File: config.mk
export PLATFORM = sky130hd
export DESIGN_NAME = pll_lock_reset_sequencer
export DESIGN_NICKNAME = d
export VERILOG_FILES = /design/src/rtl/pll_lock_reset_sequencer_pkg.sv /design/src/rtl/pll_lock_reset_sequencer_lock_sync_2ff.sv /design/src/rtl/pll_lock_reset_sequencer.sv
export SDC_FILE = /design/constraint.sdc
export NUM_CORES = 1
export LEC_CHECK = 0
export CAP_MARGIN = 15
export CORE_ASPECT_RATIO = 0.7
export CORE_MARGIN = 5
export CORE_UTILIZATION = 57
export CTS_BUF_LIST = sky130_fd_sc_hd__clkbuf_16
export CTS_CLUSTER_DIAMETER = 150
export DETAILED_ROUTE_END_ITERATION = 8
export HOLD_SLACK_MARGIN = 0.03
export PLACE_DENSITY = 0.8
export SLEW_MARGIN = 20
export SYNTH_ARGS = -nofsm -noshare
export SYNTH_HDL_FRONTEND = slang
export SYNTH_SLANG_ARGS = --single-unit
export TNS_END_PERCENT = 5
File: constraint.sdc
create_clock -name CLK -period 3.7 [get_ports CLK]
set_clock_uncertainty 0.1 [all_clocks]
set_input_delay 0.555 -clock CLK [delete_from_list [all_inputs] [get_ports CLK]]
set_output_delay 0.555 -clock CLK [all_outputs]
set_load 0.01 [all_outputs]
File: src/rtl/pll_lock_reset_sequencer_pkg.sv
// Shared types and helpers for the PLL lock / reset sequencer: state encoding,
// saturating status-counter increment and parameter legality check.
package pll_lock_reset_sequencer_pkg;

  typedef enum logic [1:0] {
    ST_PLL_RESET = 2'd0,
    ST_WAIT_LOCK = 2'd1,
    ST_STABLE    = 2'd2,
    ST_RUN       = 2'd3
  } seq_state_e;

  // Increment that sticks at the all-ones value of a counter 'width' bits wide.
  function automatic logic [31:0] sat_inc(input logic [31:0] value, input int unsigned width);
    logic [31:0] max_v;
    max_v = (width >= 32'd32) ? 32'hFFFF_FFFF : ((32'd1 << width) - 32'd1);
    return (value >= max_v) ? max_v : (value + 32'd1);
  endfunction

  function automatic bit fits(input int unsigned cnt_width, input int unsigned cycles);
    return (cnt_width >= 32'd32) || (64'(cycles) <= (64'd1 << cnt_width));
  endfunction

  function automatic bit params_legal(input int unsigned cnt_width,
                                      input int unsigned rst_cycles,
                                      input int unsigned timeout_cycles,
                                      input int unsigned stable_cycles);
    return (cnt_width >= 32'd1) && (rst_cycles >= 32'd2) &&
           (timeout_cycles >= 32'd1) && (stable_cycles >= 32'd1) &&
           fits(cnt_width, rst_cycles) && fits(cnt_width, timeout_cycles) &&
           fits(cnt_width, stable_cycles);
  endfunction

endpackage

File: src/rtl/pll_lock_reset_sequencer_lock_sync_2ff.sv
// Two-flop synchronizer for asynchronous status inputs; clears to 0 on reset.
module lock_sync_2ff (
  input  logic clk_i,
  input  logic rst_n_i,
  input  logic async_i,
  output logic sync_o
);

  logic meta_q;
  logic sync_q;

  always_ff @(posedge clk_i or negedge rst_n_i) begin
    if (!rst_n_i) begin
      meta_q <= 1'b0;
      sync_q <= 1'b0;
    end else begin
      meta_q <= async_i;
      sync_q <= meta_q;
    end
  end

  assign sync_o = sync_q;

endmodule

File: src/rtl/pll_lock_reset_sequencer.sv
// Sequences the PLL reset pulse, debounces lock, retries on lock timeout and
// releases a registered active-low reset once lock has been stable long enough.
module pll_lock_reset_sequencer
  import pll_lock_reset_sequencer_pkg::*;
#(
  parameter int unsigned PLL_RST_CYCLES      = 16,
  parameter int unsigned LOCK_TIMEOUT_CYCLES = 65536,
  parameter int unsigned LOCK_STABLE_CYCLES  = 1024,
  parameter int unsigned CNT_WIDTH           = 17,
  parameter int unsigned STAT_WIDTH          = 8
) (
  input  logic                  CLK,
  input  logic                  RST_N,
  input  logic                  PLL_LOCKED_IN,
  output logic                  PLL_RST_OUT,
  output logic                  RST_N_OUT,
  output logic                  READY_OUT,
  output logic [STAT_WIDTH-1:0] LOSS_COUNT_OUT,
  output logic [STAT_WIDTH-1:0] TIMEOUT_COUNT_OUT
);

  if (!params_legal(CNT_WIDTH, PLL_RST_CYCLES, LOCK_TIMEOUT_CYCLES, LOCK_STABLE_CYCLES)) begin : g_param_error
    $error("pll_lock_reset_sequencer: illegal parameter set");
  end

  localparam logic [CNT_WIDTH-1:0] RST_LAST     = CNT_WIDTH'(PLL_RST_CYCLES - 32'd1);
  localparam logic [CNT_WIDTH-1:0] TIMEOUT_LAST = CNT_WIDTH'(LOCK_TIMEOUT_CYCLES - 32'd1);
  localparam logic [CNT_WIDTH-1:0] STABLE_LAST  = CNT_WIDTH'(LOCK_STABLE_CYCLES - 32'd1);
  localparam logic [CNT_WIDTH-1:0] CNT_ONE      = CNT_WIDTH'(1'b1);

  logic                  lock_s;
  seq_state_e            state_q;
  logic [CNT_WIDTH-1:0]  cnt_q;
  logic                  pll_rst_q;
  logic                  rst_n_out_q;
  logic                  ready_q;
  logic [STAT_WIDTH-1:0] loss_q;
  logic [STAT_WIDTH-1:0] timeout_q;

  lock_sync_2ff u_lock_sync (
    .clk_i   (CLK),
    .rst_n_i (RST_N),
    .async_i (PLL_LOCKED_IN),
    .sync_o  (lock_s)
  );

  // Every output transition is decided on the same edge as the state change,
  // so RST_N_OUT can never be high while PLL_RST_OUT is high.
  always_ff @(posedge CLK or negedge RST_N) begin
    if (!RST_N) begin
      state_q     <= ST_PLL_RESET;
      cnt_q       <= '0;
      pll_rst_q   <= 1'b1;
      rst_n_out_q <= 1'b0;
      ready_q     <= 1'b0;
      loss_q      <= '0;
      timeout_q   <= '0;
    end else begin
      case (state_q)
        ST_PLL_RESET: begin
          if (cnt_q == RST_LAST) begin
            state_q   <= ST_WAIT_LOCK;
            cnt_q     <= '0;
            pll_rst_q <= 1'b0;
          end else begin
            cnt_q     <= cnt_q + CNT_ONE;
            pll_rst_q <= 1'b1;
          end
        end
        ST_WAIT_LOCK: begin
          if (lock_s) begin
            state_q <= ST_STABLE;
            cnt_q   <= '0;
          end else if (cnt_q == TIMEOUT_LAST) begin
            state_q   <= ST_PLL_RESET;
            cnt_q     <= '0;
            pll_rst_q <= 1'b1;
            timeout_q <= STAT_WIDTH'(sat_inc(32'(timeout_q), STAT_WIDTH));
          end else begin
            cnt_q <= cnt_q + CNT_ONE;
          end
        end
        ST_STABLE: begin
          if (!lock_s) begin
            state_q <= ST_WAIT_LOCK;
            cnt_q   <= '0;
          end else if (cnt_q == STABLE_LAST) begin
            state_q     <= ST_RUN;
            rst_n_out_q <= 1'b1;
            ready_q     <= 1'b1;
          end else begin
            cnt_q <= cnt_q + CNT_ONE;
          end
        end
        ST_RUN: begin
          if (!lock_s) begin
            state_q     <= ST_PLL_RESET;
            cnt_q       <= '0;
            pll_rst_q   <= 1'b1;
            rst_n_out_q <= 1'b0;
            ready_q     <= 1'b0;
            loss_q      <= STAT_WIDTH'(sat_inc(32'(loss_q), STAT_WIDTH));
          end else begin
            cnt_q <= cnt_q;
          end
        end
        default: begin
          state_q     <= ST_PLL_RESET;
          cnt_q       <= '0;
          pll_rst_q   <= 1'b1;
          rst_n_out_q <= 1'b0;
          ready_q     <= 1'b0;
        end
      endcase
    end
  end

  assign PLL_RST_OUT       = pll_rst_q;
  assign RST_N_OUT         = rst_n_out_q;
  assign READY_OUT         = ready_q;
  assign LOSS_COUNT_OUT    = loss_q;
  assign TIMEOUT_COUNT_OUT = timeout_q;

endmodule
==> Yosys cells after proc, flatten, opt, wreduce, memory -nomap -nowiden <==
Cells that the tools add are included.
{ "totals": {"reg_bits": 39, "latchBits": 0, "ramBits": 0, "mem_bits_ro": 0, "in_bits": 3, "output_inout_bits": 19, "elab_cells": 63, "n_memories": 0} }
{ "op_classes": {"n_addsub": 3, "n_mul": 0, "n_div": 0, "n_lt_le_gt_ge": 2, "n_eq_ne": 15, "shifts": 0, "mux": 25, "n_bitwise": 1, "n_reduce_logical": 9} }
{ "ops": {"columns": ["cell", "n"], "rows": [
  ["$mux W17", 6],
  ["$pmux W17 S4", 1],
  ["$add A17 B1 Y17 const B", 1],
  ["$eq A17 B10 Y1 const B", 1],
  ["$eq A17 B16 Y1 const B", 1],
  ["$eq A17 B4 Y1 const B", 1],
  ["$add A8 B1 Y8 const B", 2],
  ["$ge A8 B8 Y1 const B", 2],
  ["$mux W8", 2],
  ["$mux W2", 6],
  ["$reduce_and A4 Y1", 3],
  ["$ne A2 B2 Y1 const B", 5],
  ["$pmux W2 S4", 1],
  ["$mux W1", 7],
  ["$ne A3 B3 Y1 const B", 2],
  ["$eq A2 B2 Y1 const B", 2],
  ["$reduce_and A2 Y1", 2],
  ["$ne A3 B2 Y1 const B", 1],
  ["$pmux W1 S3", 1],
  ["$reduce_and A3 Y1", 1],
  ["$reduce_bool A3 Y1", 1],
  ["$eq A2 B1 Y1 const B", 1],
  ["$logic_not A2 Y1", 1],
  ["$ne A2 B1 Y1 const B", 1],
  ["3 further kinds", 3]
]} }

==> Depth between registers and ports, before layout <==
Gate-level depths: netlist of the first run.
{ "depth": {"depth_word": 4, "depth_mapped": 11, "depth_no_buf": 9} }

==> Hierarchy <==
A second synthesis of the first run with hierarchy kept.
{ "hier_totals": {"hier_cells": 224, "hier_area_um2": 2109.5} }
{ "modules_own_cells": {"columns": ["module", "instances", "cells_each", "area_each_um2", "seq_area_each_um2"], "rows": [
  ["pll_lock_reset_sequencer", 1, 222, 2059.5, 927.1],
  ["lock_sync_2ff", 1, 2, 50.0, 50.0]
]} }

==> Worst setup path before layout of the first run <==
Ideal clock, no wire load.
{ "synth_timing": {"path_type": "register to register", "start": "reg cnt_q[8]", "end": "reg timeout_q[6] (netlist: TIMEOUT_COUNT_OUT[6])", "setup_ns": 0.125, "t_arrival_ns": 2.566, "required_ns": 3.475, "setup_slack_ns": 0.909, "path_stages_with_launch": 11, "n_path_buf": 1, "synth_period_minus_slack_ns": 2.791, "path_cell_list": "dfrtp_1 > clkbuf_1 > and4_1 > nand3_1 > nor2_1 > and3_1 > ha_1 > nor4bb_1 > nand3_1 > nor2_1 > mux2_2"} }
{ "synth_between": {"elab_chain_cells": 2} }
{ "synth_rtl": {"columns": ["element", "line", "text"], "rows": [
  ["start, declared", "pll_lock_reset_sequencer.sv:33", "logic [CNT_WIDTH-1:0] cnt_q;"],
  ["start signal, assigned", "pll_lock_reset_sequencer.sv:66", "cnt_q <= cnt_q + CNT_ONE;"],
  ["start signal, assigned", "pll_lock_reset_sequencer.sv:80", "cnt_q <= cnt_q + CNT_ONE;"],
  ["start signal, assigned", "pll_lock_reset_sequencer.sv:92", "cnt_q <= cnt_q + CNT_ONE;"],
  ["$eq A17 B16 Y1", "pll_lock_reset_sequencer.sv:74", "end else if (cnt_q == TIMEOUT_LAST) begin"],
  ["$reduce_and A3 Y1 (no line)", null, null],
  ["end signal, assigned", "pll_lock_reset_sequencer.sv:78", "timeout_q <= STAT_WIDTH'(sat_inc(32'(timeout_q), STAT_WIDTH));"],
  ["end, declared", "pll_lock_reset_sequencer.sv:38", "logic [STAT_WIDTH-1:0] timeout_q;"]
]} }
No other way between the ends.
A chain may end at the register's enable or synchronous reset.

==> Final worst setup path of the first run <==
{ "layout_timing": {"start": "reg cnt_q[0]", "end": "reg timeout_q[6] (netlist: TIMEOUT_COUNT_OUT[6])"} }
Same word-level chain as after synthesis.

==> flow_summary.html, run 1 <==
<table>
<tr><th>Metric</th><th>Value</th></tr>
<tr><th colspan="2">Timing</th></tr>
<tr><td>Period Utilization, post-route</td><td>roughly four fifths</td></tr>
<tr><td>Clock period minus final worst setup slack</td><td>just under 3000 ps</td></tr>
<tr><td>Slew Viols, Final</td><td>0</td></tr>
<tr><td>Setup TNS after final layout</td><td>0 ps</td></tr>
<tr><td>Setup repair after global routing missed its margin</td><td>no</td></tr>
<tr><td>Worst max-slew margin expressed relative to the limit</td><td>between 40% and 50%</td></tr>
<tr><td>Tightest Pin Transition</td><td>861 ps</td></tr>
<tr><td># setup viols final</td><td>0</td></tr>
<tr><td>Max frequency</td><td>339 MHz</td></tr>
<tr><td>Total count of hold-check failures in the final report</td><td>0</td></tr>
<tr><th colspan="2">Floorplan</th></tr>
<tr><td>Row count</td><td>19</td></tr>
<tr><td>Chip Height</td><td>around 63 um</td></tr>
<tr><td>Area of the die</td><td>between 5000 and 6000 um2</td></tr>
<tr><td>Area of the core</td><td>3870 um2</td></tr>
<tr><td>Die extent in x</td><td>about 85 um</td></tr>
<tr><td>Starting Density</td><td>between 50% and 60%</td></tr>
<tr><td>Top-level port count</td><td>22</td></tr>
<tr><th colspan="2">Finish</th></tr>
<tr><td>Net count reported at finish</td><td>roughly 280</td></tr>
<tr><td>Antenna diode instance count</td><td>0</td></tr>
<tr><td>Layout overhead on the synthesized area</td><td>17.3%</td></tr>
<tr><td>Fraction of layout instances using a drive strength above 1</td><td>6.32%</td></tr>
<tr><th colspan="2">Pwr</th></tr>
<tr><td>Switching share of power</td><td>a little under a third</td></tr>
<tr><td>Clock network power share</td><td>a little over a third</td></tr>
<tr><td>Sequential cell fraction of total power</td><td>a little over two fifths</td></tr>
<tr><td>Power after layout</td><td>roughly 1300 uW</td></tr>
<tr><td>Leakage power total</td><td>around 0.0011 uW</td></tr>
<tr><td>Proportion of power drawn by combinational gates</td><td>between 20% and 30%</td></tr>
<tr><td>Pwr/cell area</td><td>roughly 490 nW/um2</td></tr>
<tr><td>Cell internal pwr</td><td>910 uW</td></tr>
<tr><td>Peak VDD IR</td><td>~340 uV</td></tr>
<tr><td>Net switching power of the design</td><td>slightly below 400 uW</td></tr>
<tr><th colspan="2">Logic synthesis</th></tr>
<tr><td>Cell type with the largest total area after synthesis</td><td>dfrtp_1</td></tr>
<tr><td>Number of enable-type register cells in the synthesized netlist</td><td>0</td></tr>
<tr><td>Post-synth design cell area</td><td>2250 um2</td></tr>
<tr><td>Ys Warns</td><td>0</td></tr>
<tr><td>Portion of the post-synthesis area used by sequential elements</td><td>a little over two fifths</td></tr>
<tr><td>Post-Syn Area per Cell</td><td>between 8 and 9 um2</td></tr>
<tr><td>Top_reg_cell synth</td><td>dfrtp_1</td></tr>
<tr><td>Cell types occupying the most area after synthesis</td><td>dfrtp_1, a21oi_1, nand2_1</td></tr>
<tr><td>Synthesis-stage register bit count</td><td>39</td></tr>
<tr><td>Distinct cell type count of the synthesized netlist</td><td>between 50 and 60</td></tr>
<tr><td>Async set-or-reset flop fraction in the synthesized netlist</td><td>100%</td></tr>
<tr><td>Cell count after synthesis</td><td>~250</td></tr>
<tr><td>Area share of the leading cell type in the synthesized netlist</td><td>between 40 and 50%</td></tr>
<tr><td>Syn Nets</td><td>approximately 260</td></tr>
<tr><th colspan="2">Route</th></tr>
<tr><td>Total wirelength of the detailed-routed design</td><td>~4900 um</td></tr>
<tr><td>Remaining number of nets flagged by the antenna check after routing</td><td>0</td></tr>
<tr><td>Drt drc</td><td>0</td></tr>
<tr><td>Vias after detailed routing</td><td>1959</td></tr>
<tr><td>Vias/cell</td><td>approximately 6.1</td></tr>
<tr><td>Routed wirelength normalized by instance count</td><td>approximately 15 um</td></tr>
<tr><td>Detailed Routing Iterations Pass 1</td><td>5</td></tr>
<tr><td>Number of DRC violations after detailed-routing iteration 0</td><td>260</td></tr>
<tr><th colspan="2">GRT</th></tr>
<tr><td>Grt ovf</td><td>0</td></tr>
<tr><td>Antenna violations before repair</td><td>0</td></tr>
<tr><td>Global-route wire length before repair</td><td>between 8000 and 9000 um</td></tr>
<tr><td>Via count of the first global-routing pass</td><td>about 1800</td></tr>
<tr><td>Largest net degree at the start of global routing</td><td>40</td></tr>
<tr><td>Overall track demand over capacity in global routing</td><td>19.6%</td></tr>
<tr><th colspan="2">Job</th></tr>
<tr><td>Total of max-cap violations</td><td>0</td></tr>
<tr><th colspan="2">Clock network</th></tr>
<tr><td>Count of buffers added by post-CTS timing repair for setup</td><td>0</td></tr>
<tr><td>Clock slew seen by the registers of the worst setup and hold paths</td><td>approximately 50 ps</td></tr>
<tr><td>Number of buffers on the longest clock path</td><td>2</td></tr>
<tr><td>CTS sink count</td><td>39</td></tr>
<tr><td>Cell chosen for the clock root</td><td>clkbuf_16</td></tr>
<tr><td>CTS tree</td><td>done</td></tr>
<tr><td>Cells resized by post-CTS repair</td><td>0</td></tr>
<tr><td>Clock latency on the worst-skew pair</td><td>between 200 and 300 ps</td></tr>
<tr><td>Number of H-tree branching levels</td><td>2</td></tr>
<tr><td>Number of clock buffers inserted by TritonCTS</td><td>5</td></tr>
<tr><td>Post-cts hold buffer count</td><td>0</td></tr>
<tr><th colspan="2">Placed design</th></tr>
<tr><td>Half-perimeter wire length after placement</td><td>3420 um</td></tr>
<tr><td>IO Port Bufs</td><td>21</td></tr>
<tr><td>Gp weighted congestion</td><td>just over 0.9</td></tr>
<tr><th colspan="2">Run status</th></tr>
<tr><td>Result of the run</td><td>finished clean</td></tr>
<tr><th colspan="2">Worst setup path</th></tr>
<tr><td>Maximum fanout along the worst path</td><td>6</td></tr>
<tr><td>Category of the worst setup path capture point</td><td>register</td></tr>
<tr><td>Required time reported for the critical path endpoint</td><td>between 3000 and 4000 ps</td></tr>
<tr><td>Critical Path Source Type</td><td>register</td></tr>
<tr><td>Launching instance or port of the critical path</td><td>cnt_q[0]$_DFFE_PN0P_</td></tr>
<tr><td>Arrival time at the worst endpoint</td><td>3020 ps</td></tr>
<tr><td>Reg2reg start</td><td>cnt_q[0]$_DFFE_PN0P_</td></tr>
<tr><td>Critical Setup Path Class</td><td>reg2reg</td></tr>
<tr><th colspan="2">Worst hold path</th></tr>
<tr><td>Class of the tightest hold or removal check</td><td>reg2reg</td></tr>
<tr><td>Worst hold start</td><td>u_lock_sync.meta_q$_DFF_PN0_</td></tr>
</table>
-- area by class of cell --
cell class,count,area (um2)
clock inverter,3,38.8
fill,301,1230
multi-input combinational,190,1180
tap,52,65.1
inverter,9,33.8
clock buffer,5,125
timing repair buffer,23,220
sequential,39,977
-- critical path: stages (launching register included) --
cell and delay [ps]:
dfrtp_1 390, ha_1 250, nand3_1 190, nor2_1 400, and3_1 230, ha_1 250
nor4bb_1 300, buf_4 180, nand3_1 100, nor2_1 110, mux2_2 330
-- cell families (layout without fill, tap and decap cells) --
family / count (synthesis) / count (layout) / synth area share [%]
buffers and inverters: 24 / 40 / 4.28
adders and majority gates: 5 / 5 / 2.78
AOI/OAI and AO/OA: 56 / 56 / 15.7
muxes: 5 / 5 / 2.28
and+or+nand+nor: 116 / 116 / 28.5
DFF: 39 / 39 / 43.4
xor gates and xnor gates: 8 / 8 / 3.11
-- per-layer routing --
layer / up-vias / track usage (%) / share of wire [%]
li1: 965 / - / -
met1: 909 / 30.2 / 50
met2: 76 / 26.0 / 40
met3: 9 / 5.53 / 9.0
met4: 0 / 6.72 / 1.3
met5: - / 0 / 0
-- Yosys cell counts, types with 4 or more instances --
cell	count
dfrtp_1	38
nand2_1	25
nor2_1	22
a21oi_1	19
nand3_1	15
clkbuf_1	11
inv_1	9
a31oi_1	8
o21ai_0	7
o31ai_1	7
or4_1	7
and3_1	6
nand4_1	6
nor3_1	6
ha_1	5
xnor2_1	5
and4_1	4
mux2i_1	4
-- through the flow --
step / std cells / utilization, % / setup slack, ps / hold slack (ps) / area (um2)
final: 321 / 68.2 / 748 / 249 / 2640
after global routing: 321 / 68.2 / 566 / 252 / 2640
after CTS: 321 / 68.1 / 561 / 252 / 2640
after detailed placement: 313 / 63.8 / 572 / 237 / 2470
after global placement: 313 / 63.8 / 729 / 237 / 2470
after floorplan: 253 / - / 909 / 159 / 2250
-- sequential cells by signal, indices dropped and copies added, names as in the netlist --
name and flops:
LOSS_COUNT_OUT 8, PLL_RST_OUT 1, READY_OUT 1, TIMEOUT_COUNT_OUT 8
cnt_q 17, state_q 2, u_lock_sync.meta_q 1, u_lock_sync.sync_o 1
-- placed cells by master, fill, tap and decap left out, types with 2 or more instances in the layout --
cell type	count
clkdlybuf4s50_1	20
nand4_1	6
nand3_1	15
xnor2_1	5
o2111ai_1	2
a21oi_1	19
nor3_1	6
or3_1	2
and4_1	4
nor2b_1	3
o31ai_1	7
o211ai_1	2
ha_1	5
or4_1	7
nor4bb_1	2
nand2b_1	3
buf_4	2
mux2i_1	4
o21a_1	2
clkbuf_16	5
xor2_1	3
and3b_1	2
inv_1	9
dfrtp_1	38
nand2_1	25
and3_1	6
o21ai_0	7
and3_2	2
a31oi_1	8
nor2_1	22
nor4_1	3
-- power by group through the flow --
stage | registers, uW | logic (uW) | clock network, uW
after floorplan | 526 | 210 | 0
after global placement | 562 | 260 | 0
after detailed placement | 565 | 263 | 0
after CTS | 558 | 265 | 485
after global routing | 572 | 309 | 508
final | 560 | 271 | 472
-- path summary, 6_finish.rpt --
kind                                                    end  slack, ps  cells after the start
setup reg to reg           TIMEOUT_COUNT_OUT[6]$_DFFE_PN0P_        750                     10
max in group asynchronous             cnt_q[13]$_DFFE_PN0P_       2680                      1
min in group asynchronous              cnt_q[7]$_DFFE_PN0P_        290                      1
setup / recovery           TIMEOUT_COUNT_OUT[6]$_DFFE_PN0P_        750                     10
hold reg to reg                u_lock_sync.sync_o$_DFF_PN0_        250                      0
hold / removal                 u_lock_sync.sync_o$_DFF_PN0_        250                      0
Note: power is estimated with default switching activity, not from simulation.
==> inputs of run 2 (changes only) <==
clock period = 3 ns   (was 3.7 ns; I/O delays follow)
==> run 2 against run 1 <==
  * Count of clock-buffer cells in the layout stayed put
  * Die area stayed put
  * Final area is 1.4% higher
  * Maximum frequency is 10% higher
  * Critical endpoint unchanged
  * Global-route usage is 1.2 points higher
==> flow_summary.html, run 2 (same netlist as run 1, synthesis figures left out) <==
<table>
<tr><th>Metric</th><th>Value</th></tr>
<tr><th colspan="2">Pwr</th></tr>
<tr><td>Peak VDD IR</td><td>426 uV</td></tr>
<tr><td>Pwr/cell area</td><td>583 nW/um2</td></tr>
<tr><td>Leakage power total</td><td>about 0.0012 uW</td></tr>
<tr><th colspan="2">Worst setup path</th></tr>
<tr><td>Critical Setup Path Class</td><td>reg2reg</td></tr>
<tr><td>Critical Path Source Type</td><td>register</td></tr>
<tr><td>Reg-to-Reg End</td><td>TIMEOUT_COUNT_OUT[6]$_DFFE_PN0P_</td></tr>
<tr><td>Maximum fanout along the worst path</td><td>6</td></tr>
<tr><td>Worst path buffer plus inverter count</td><td>1</td></tr>
<tr><td>Category of the worst setup path capture point</td><td>register</td></tr>
<tr><td>Crit-path leading delay family</td><td>simple AND/OR/NAND/NOR gates</td></tr>
<tr><td>Delay contributed by the slowest stage of the critical path</td><td>400 ps</td></tr>
<tr><td>Reg2reg start</td><td>cnt_q[1]$_DFFE_PN0P_</td></tr>
<tr><td>Arrival time at the worst endpoint</td><td>2750 ps</td></tr>
<tr><td>Critical path's slowest cell</td><td>dfrtp_1</td></tr>
<tr><td>Worst R2R Setup Slack</td><td>about 320 ps</td></tr>
<tr><td>Cell count of the worst reg-to-reg path</td><td>10</td></tr>
<tr><td>Ordered cell list for the critical path</td><td>ha_1 -&gt; nand3_1 -&gt; nor2_1 -&gt; and3_1 -&gt; ha_1 -&gt; buf_4 -&gt; nor4bb_1 -&gt; nand3_1 -&gt; nor2_1 -&gt; mux2_2</td></tr>
<tr><td>Required time reported for the critical path endpoint</td><td>3070 ps</td></tr>
<tr><th colspan="2">Finish</th></tr>
<tr><td>Fillcell total</td><td>313</td></tr>
<tr><td>Net count reported at finish</td><td>roughly 280</td></tr>
<tr><td>Util after Layout</td><td>~70%</td></tr>
<tr><td>Most used cells in the layout excluding fill and tap cells</td><td>dfrtp_1, nand2_1, nor2_1, clkdlybuf4s50_1, a21oi_1</td></tr>
<tr><td>Max reg flops</td><td>17</td></tr>
<tr><td>Antenna diode instance count</td><td>0</td></tr>
<tr><td>Fraction of layout instances using a drive strength above 1</td><td>approximately 9%</td></tr>
<tr><td>Top register by number of flip-flops</td><td>cnt_q</td></tr>
<tr><td>Layout overhead on the synthesized area</td><td>19.0%</td></tr>
<tr><td>Commonest non-fill, non-tap cell in the layout</td><td>dfrtp_1</td></tr>
<tr><th colspan="2">Route</th></tr>
<tr><td>Number of DRC violations after detailed-routing iteration 0</td><td>approximately 190</td></tr>
<tr><td>Drt drc</td><td>0</td></tr>
<tr><td>Remaining number of nets flagged by the antenna check after routing</td><td>0</td></tr>
<tr><td>Routed wirelength normalized by instance count</td><td>around 16 um</td></tr>
<tr><td>Total wirelength of the detailed-routed design</td><td>between 5000 and 6000 um</td></tr>
<tr><td>Vias/cell</td><td>between 6 and 7</td></tr>
<tr><td>Detailed Routing Iterations Pass 1</td><td>4</td></tr>
<tr><td>Vias after detailed routing</td><td>between 2000 and 2500</td></tr>
<tr><th colspan="2">Timing</th></tr>
<tr><td>Total count of hold-check failures in the final report</td><td>0</td></tr>
<tr><td>Setup TNS after final layout</td><td>0 ps</td></tr>
<tr><td>Clock period minus final worst setup slack</td><td>about 2700 ps</td></tr>
<tr><td># setup viols final</td><td>0</td></tr>
<tr><td>Slew Viols, Final</td><td>0</td></tr>
<tr><td>Setup repair after global routing missed its margin</td><td>no</td></tr>
<tr><td>Max frequency</td><td>373 MHz</td></tr>
<tr><td>Period Utilization, post-route</td><td>89.4%</td></tr>
<tr><td>Tightest Pin Transition</td><td>about 840 ps</td></tr>
<tr><td>Worst max-slew margin expressed relative to the limit</td><td>a little over two fifths</td></tr>
<tr><td>Hold slack</td><td>between 150 and 200 ps</td></tr>
<tr><th colspan="2">Clock network</th></tr>
<tr><td>Number of H-tree branching levels</td><td>2</td></tr>
<tr><td>Number of buffers on the longest clock path</td><td>2</td></tr>
<tr><td>Number of clock buffers inserted by TritonCTS</td><td>5</td></tr>
<tr><td>Count of buffers added by post-CTS timing repair for setup</td><td>0</td></tr>
<tr><td>Clock latency on the worst-skew pair</td><td>roughly 280 ps</td></tr>
<tr><td>Cell chosen for the clock root</td><td>clkbuf_16</td></tr>
<tr><td>CTS sink count</td><td>39</td></tr>
<tr><td>Post-cts hold buffer count</td><td>0</td></tr>
<tr><td>CTS tree</td><td>done</td></tr>
<tr><td>Clock slew seen by the registers of the worst setup and hold paths</td><td>roughly 60 ps</td></tr>
<tr><th colspan="2">Floorplan</th></tr>
<tr><td>Row count</td><td>19</td></tr>
<tr><td>Die extent in x</td><td>between 80 and 90 um</td></tr>
<tr><td>Chip Height</td><td>approximately 63 um</td></tr>
<tr><td>Area of the die</td><td>around 5300 um2</td></tr>
<tr><td>Starting Density</td><td>just under 60%</td></tr>
<tr><td>Top-level port count</td><td>22</td></tr>
<tr><td>Area of the core</td><td>around 3900 um2</td></tr>
<tr><th colspan="2">GRT</th></tr>
<tr><td>Antenna violations before repair</td><td>0</td></tr>
<tr><td>Largest net degree at the start of global routing</td><td>40</td></tr>
<tr><td>Overall track demand over capacity in global routing</td><td>a little over a fifth</td></tr>
<tr><td>Global-route wire length before repair</td><td>9030 um</td></tr>
<tr><td>Grt ovf</td><td>0</td></tr>
<tr><td>Via count of the first global-routing pass</td><td>1863</td></tr>
<tr><th colspan="2">Placed design</th></tr>
<tr><td>IO Port Bufs</td><td>21</td></tr>
<tr><td>Gp weighted congestion</td><td>approximately 0.92</td></tr>
<tr><td>Half-perimeter wire length after placement</td><td>3840 um</td></tr>
<tr><th colspan="2">Run status</th></tr>
<tr><td>Result of the run</td><td>finished clean</td></tr>
<tr><th colspan="2">Worst hold path</th></tr>
<tr><td>Class of the tightest hold or removal check</td><td>in2async</td></tr>
<tr><th colspan="2">Job</th></tr>
<tr><td>Total of max-cap violations</td><td>0</td></tr>
</table>
==> run 2: repair_timing <==
action                                  4_1_cts  5_1_grt
resized for setup                             0        1
hold endpoints to repair                      0        0
endpoints found under the setup margin        0       12
==> run 2: worst max-delay path by stage <==
stage,start,to,slack (ps),cells past startpoint
finish,cnt_q[1]$_DFFE_PN0P_,TIMEOUT_COUNT_OUT[6]$_DFFE_PN0P_,320,10
global route,cnt_q[0]$_DFFE_PN0P_,TIMEOUT_COUNT_OUT[6]$_DFFE_PN0P_,30,10
CTS,cnt_q[0]$_DFFE_PN0P_,cnt_q[2]$_DFFE_PN0P_,130,8
detailed placement,cnt_q[10]$_DFFE_PN0P_,cnt_q[2]$_DFFE_PN0P_,130,8
global placement,cnt_q[10]$_DFFE_PN0P_,cnt_q[2]$_DFFE_PN0P_,270,8
floorplan,cnt_q[8]$_DFFE_PN0P_,TIMEOUT_COUNT_OUT[6]$_DFFE_PN0P_,210,10
==> run 2: per-stage QoR <==
step / cell area, um2 / std cells / worst slack [ps] / total power [uW]
finish: 2680 / 329 / 317 / 1560
global route: 2680 / 329 / 33.9 / 1650
CTS: 2680 / 329 / 126 / 1560
detailed placement: 2530 / 321 / 126 / 1050
global placement: 2530 / 321 / 275 / 1040
floorplan: 2250 / 253 / 209 / 907
==> run 2: power breakdown <==
group          internal (uW)  leakage, uW  switching, uW
clock network            303    0.0000710            201
logic                    170     0.000561            234
registers                586     0.000526           68.0
total                   1060      0.00116            503
==> run 2: worst register-to-register path: cells and delay by family (launching register included) <==
family / cells / cell delay (ps)
mux: 1 / 340
flops: 1 / 400
fa+ha+maj: 2 / 440
buf+inv: 1 / 140
simple gates: 6 / 1170
==> run 2: layout make-up <==
class | count | area, um2 | share of cell area [%]
clock inverter | 3 | 16.3 | 0.607
sequential | 39 | 977 | 36.5
timing repair buffer | 31 | 280 | 10.5
multi-input combinational | 190 | 1180 | 44.1
inverter | 9 | 33.8 | 1.26
tap | 52 | 65.1 | 2.43
clock buffer | 5 | 125 | 4.67
==> run 2: per-layer routing <==
metal  global-route usage (%)  vias up  wire length (um)
met5                        0        -                 0
met4                     4.94        0                45
met3                     6.98        6               469
met2                     29.2       79              2240
met1                     31.0      985              2470
li1                         -      977                 -
==> inputs of run 3 (changes only) <==
CORE_UTILIZATION = 56   (was 57)
PLACE_DENSITY = 0.79   (was 0.8)
SYNTH_HIERARCHICAL = 1   (was default)
==> run 3 against run 2 <==
  * Non-clock buffer count decreased by 10
  * Worst setup slack improved by 80 ps
  * Maximum frequency increased by 3.1%
  * Cell count decreased by 9.7%
  * Count of clock-buffer cells in the layout unchanged
  * Global-route usage decreased by 1.8 points
  * Synthesized cell count decreased by 11%
  * Die area decreased by 4.0%
  * Critical endpoint is now cnt_q[7]$_DFFE_PN0P_
  * Largest cell class unchanged
  * Largest power group unchanged
  * Highest routed layer unchanged
==> flow_summary.html, run 3 <==
<table>
<tr><th>Metric</th><th>Value</th></tr>
<tr><th colspan="2">GRT</th></tr>
<tr><td>Antenna violations before repair</td><td>0</td></tr>
<tr><td>Largest net degree at the start of global routing</td><td>40</td></tr>
<tr><td>Grt ovf</td><td>0</td></tr>
<tr><td>Global-route wire length before repair</td><td>between 7000 and 8000 um</td></tr>
<tr><td>Via count of the first global-routing pass</td><td>approximately 1500</td></tr>
<tr><td>Overall track demand over capacity in global routing</td><td>a little under a fifth</td></tr>
<tr><th colspan="2">Worst setup path</th></tr>
<tr><td>Launching instance or port of the critical path</td><td>cnt_q[0]$_DFFE_PN0P_</td></tr>
<tr><td>Category of the worst setup path capture point</td><td>register</td></tr>
<tr><td>Critical path depth</td><td>11</td></tr>
<tr><td>Critical path's slowest cell</td><td>dfrtp_1</td></tr>
<tr><td>Delay contributed by the slowest stage of the critical path</td><td>410 ps</td></tr>
<tr><td>Worst path buffer plus inverter count</td><td>1</td></tr>
<tr><td>Reg-to-Reg End</td><td>cnt_q[7]$_DFFE_PN0P_</td></tr>
<tr><td>Required time reported for the critical path endpoint</td><td>3100 ps</td></tr>
<tr><td>Maximum fanout along the worst path</td><td>14</td></tr>
<tr><td>Endpoint of the most critical setup path</td><td>cnt_q[7]$_DFFE_PN0P_</td></tr>
<tr><td>Reg2reg start</td><td>cnt_q[0]$_DFFE_PN0P_</td></tr>
<tr><td>Ordered cell list for the critical path</td><td>ha_1 -&gt; and3_1 -&gt; and2_1 -&gt; nand3_1 -&gt; inv_1 -&gt; ha_1 -&gt; or2_2 -&gt; a21oi_1 -&gt; a21oi_1 -&gt; a21o_2 -&gt; nor3_1</td></tr>
<tr><td>Cell count of the worst reg-to-reg path</td><td>11</td></tr>
<tr><td>Critical Setup Path Class</td><td>reg2reg</td></tr>
<tr><td>Critical Path Source Type</td><td>register</td></tr>
<tr><td>Worst R2R Setup Slack</td><td>around 400 ps</td></tr>
<tr><td>Arrival time at the worst endpoint</td><td>2700 ps</td></tr>
<tr><td>Crit-path leading delay family</td><td>simple AND/OR/NAND/NOR gates</td></tr>
<tr><th colspan="2">Clock network</th></tr>
<tr><td>Post-cts hold buffer count</td><td>0</td></tr>
<tr><td>Number of buffers on the longest clock path</td><td>2</td></tr>
<tr><td>CTS sink count</td><td>39</td></tr>
<tr><td>Number of H-tree branching levels</td><td>2</td></tr>
<tr><td>CTS tree</td><td>done</td></tr>
<tr><td>Clock latency on the worst-skew pair</td><td>around 280 ps</td></tr>
<tr><td>Count of buffers added by post-CTS timing repair for setup</td><td>0</td></tr>
<tr><td>Clock slew seen by the registers of the worst setup and hold paths</td><td>60 ps</td></tr>
<tr><td>Number of clock buffers inserted by TritonCTS</td><td>5</td></tr>
<tr><td>Cells resized by post-CTS repair</td><td>0</td></tr>
<tr><td>Cell chosen for the clock root</td><td>clkbuf_16</td></tr>
<tr><th colspan="2">Run status</th></tr>
<tr><td>Result of the run</td><td>finished clean</td></tr>
<tr><th colspan="2">Finish</th></tr>
<tr><td>Layout overhead on the synthesized area</td><td>17.6%</td></tr>
<tr><td>Top register by number of flip-flops</td><td>cnt_q</td></tr>
<tr><td>Multi-input combinational cell area</td><td>approximately 1100 um2</td></tr>
<tr><td>Most used cells in the layout excluding fill and tap cells</td><td>dfrtp_1, nor2_1, clkdlybuf4s50_1, nand3_1, nand2_1</td></tr>
<tr><td>Fraction of layout instances using a drive strength above 1</td><td>under 10%</td></tr>
<tr><td>Commonest non-fill, non-tap cell in the layout</td><td>dfrtp_1</td></tr>
<tr><td>Storage element area</td><td>about 1000 um2</td></tr>
<tr><td>Max reg flops</td><td>17</td></tr>
<tr><td>Antenna diode instance count</td><td>0</td></tr>
<tr><td>Util after Layout</td><td>between 60 and 70%</td></tr>
<tr><td>Net count reported at finish</td><td>between 200 and 300</td></tr>
<tr><td>Fillcell total</td><td>264</td></tr>
<tr><td>Count of non-filler cells in the finished layout</td><td>297</td></tr>
<tr><th colspan="2">Logic synthesis</th></tr>
<tr><td>Top_reg_cell synth</td><td>dfrtp_1</td></tr>
<tr><td>Post-Syn Area per Cell</td><td>approximately 9.4 um2</td></tr>
<tr><td>Most common library cells after synthesis</td><td>dfrtp_1, nor2_1, nand3_1</td></tr>
<tr><td>Cell type with the largest total area after synthesis</td><td>dfrtp_1</td></tr>
<tr><td>Cell count after synthesis</td><td>224</td></tr>
<tr><td>Post-synth design cell area</td><td>around 2100 um2</td></tr>
<tr><td>Async set-or-reset flop fraction in the synthesized netlist</td><td>between 90% and 100%</td></tr>
<tr><td>Ys Warns</td><td>6</td></tr>
<tr><td>Cell types occupying the most area after synthesis</td><td>dfrtp_1, nand3_1, nor2_1</td></tr>
<tr><td>Area share of the leading cell type in the synthesized netlist</td><td>45.1%</td></tr>
<tr><td>Synthesis-stage register bit count</td><td>39</td></tr>
<tr><td>Cell with the most instances after synthesis</td><td>dfrtp_1</td></tr>
<tr><td>Distinct cell type count of the synthesized netlist</td><td>between 40 and 50</td></tr>
<tr><td>Number of enable-type register cells in the synthesized netlist</td><td>0</td></tr>
<tr><td>Portion of the post-synthesis area used by sequential elements</td><td>between 40 and 50%</td></tr>
<tr><td>Syn Nets</td><td>roughly 230</td></tr>
<tr><th colspan="2">Floorplan</th></tr>
<tr><td>Chip Height</td><td>approximately 60 um</td></tr>
<tr><td>Area of the core</td><td>between 3000 and 4000 um2</td></tr>
<tr><td>Starting Density</td><td>between 50% and 60%</td></tr>
<tr><td>Top-level port count</td><td>22</td></tr>
<tr><td>Area of the die</td><td>around 5100 um2</td></tr>
<tr><td>Row count</td><td>18</td></tr>
<tr><td>Die extent in x</td><td>83.4 um</td></tr>
<tr><th colspan="2">Placed design</th></tr>
<tr><td>IO Port Bufs</td><td>21</td></tr>
<tr><td>Placed Instances</td><td>~290</td></tr>
<tr><td>Half-perimeter wire length after placement</td><td>around 3000 um</td></tr>
<tr><td>Gp weighted congestion</td><td>between 0.8 and 0.9</td></tr>
<tr><th colspan="2">Route</th></tr>
<tr><td>Remaining number of nets flagged by the antenna check after routing</td><td>0</td></tr>
<tr><td>Drt drc</td><td>0</td></tr>
<tr><td>Number of DRC violations after detailed-routing iteration 0</td><td>140</td></tr>
<tr><td>Routed wirelength normalized by instance count</td><td>about 15 um</td></tr>
<tr><td>Total wirelength of the detailed-routed design</td><td>between 4000 and 5000 um</td></tr>
<tr><td>Vias/cell</td><td>5.86</td></tr>
<tr><td>Detailed Routing Iterations Pass 1</td><td>4</td></tr>
<tr><td>Vias after detailed routing</td><td>about 1700</td></tr>
<tr><th colspan="2">Timing</th></tr>
<tr><td>Tightest Pin Transition</td><td>838 ps</td></tr>
<tr><td>Setup TNS after final layout</td><td>0 ps</td></tr>
<tr><td>Setup repair after global routing missed its margin</td><td>no</td></tr>
<tr><td>Period Utilization, post-route</td><td>between 80 and 90%</td></tr>
<tr><td>Total count of hold-check failures in the final report</td><td>0</td></tr>
<tr><td>Worst max-slew margin expressed relative to the limit</td><td>44.1%</td></tr>
<tr><td>Clock period minus final worst setup slack</td><td>2600 ps</td></tr>
<tr><td># setup viols final</td><td>0</td></tr>
<tr><td>Max frequency</td><td>~380 MHz</td></tr>
<tr><td>Slew Viols, Final</td><td>0</td></tr>
<tr><th colspan="2">Pwr</th></tr>
<tr><td>Leakage power total</td><td>~0.0011 uW</td></tr>
<tr><td>Peak VDD IR</td><td>361 uV</td></tr>
<tr><td>Pwr/cell area</td><td>around 570 nW/um2</td></tr>
<tr><td>Power after layout</td><td>between 1000 and 1500 uW</td></tr>
<tr><th colspan="2">Worst hold path</th></tr>
<tr><td>Class of the tightest hold or removal check</td><td>in2async</td></tr>
<tr><th colspan="2">Job</th></tr>
<tr><td>Total of max-cap violations</td><td>0</td></tr>
</table>
-- run 3: changes by cell type in the layout (fill, tap and decap cells not counted), sizes merged, moves of 3 or more --
cell | previous run | this run
a21oi | 19 | 10
a31oi | 8 | 2
buf | 11 | 1
nand2 | 25 | 16
nand3 | 15 | 18
nor3b | 0 | 3
o21ai | 8 | 13
o31ai | 7 | 0
or2 | 1 | 4
or3 | 2 | 8
or4 | 7 | 2
xor2 | 3 | 8
-- run 3: cell families (layout without fill, tap and decap cells) --
logic type	count (synthesis)	after routing	synth area share (%)
adders and majority gates	5	5	2.97
DFF	39	39	46.3
xor gates and xnor gates	15	15	6.23
buffers and inverters	13	36	2.97
muxes	4	4	1.90
AOI/OAI and AO/OA	36	36	10.4
and+or+nand+nor	112	112	29.2
-- run 3: worst min path at each step --
stage | from | depth (start not counted) | end | slack, ps
after floorplan | RST_N | 0 | LOSS_COUNT_OUT[0]$_DFFE_PN0P_ | 50
after global placement | u_lock_sync/meta_q$_DFF_PN0_ | 0 | u_lock_sync/sync_o$_DFF_PN0_ | 240
after detailed placement | u_lock_sync/meta_q$_DFF_PN0_ | 0 | u_lock_sync/sync_o$_DFF_PN0_ | 240
after CTS | RST_N | 1 | LOSS_COUNT_OUT[6]$_DFFE_PN0P_ | 210
after global routing | RST_N | 1 | LOSS_COUNT_OUT[6]$_DFFE_PN0P_ | 260
final | RST_N | 1 | LOSS_COUNT_OUT[6]$_DFFE_PN0P_ | 170
-- run 3: layout make-up --
cell class / instances / area share (%)
multi-input combinational: 172 / 43.1
sequential: 39 / 39.4
timing repair buffer: 21 / 8.27
clock buffer: 5 / 5.04
tap: 50 / 2.52
inverter: 7 / 1.06
clock inverter: 3 / 0.605
-- run 3: power by group --
part           internal (uW)  switching [uW]
sequential               578            84.7
clock                    302             201
combinational            121             140
-- run 3: routing by layer --
metal | GRT usage [%] | wire, um
met2 | 26.1 | 1820
met1 | 29.2 | 2240
met4 | 7.23 | 61
met5 | 0 | 0
met3 | 4.55 | 269
-- run 3: stage by stage --
stage | setup WS [ps] | hold slack, ps | area [um2]
floorplan | 617 | 54.4 | 2110
global placement | 508 | 235 | 2340
detailed placement | 420 | 238 | 2340
CTS | 411 | 210 | 2480
global route | 99.1 | 258 | 2480
finish | 397 | 170 | 2480
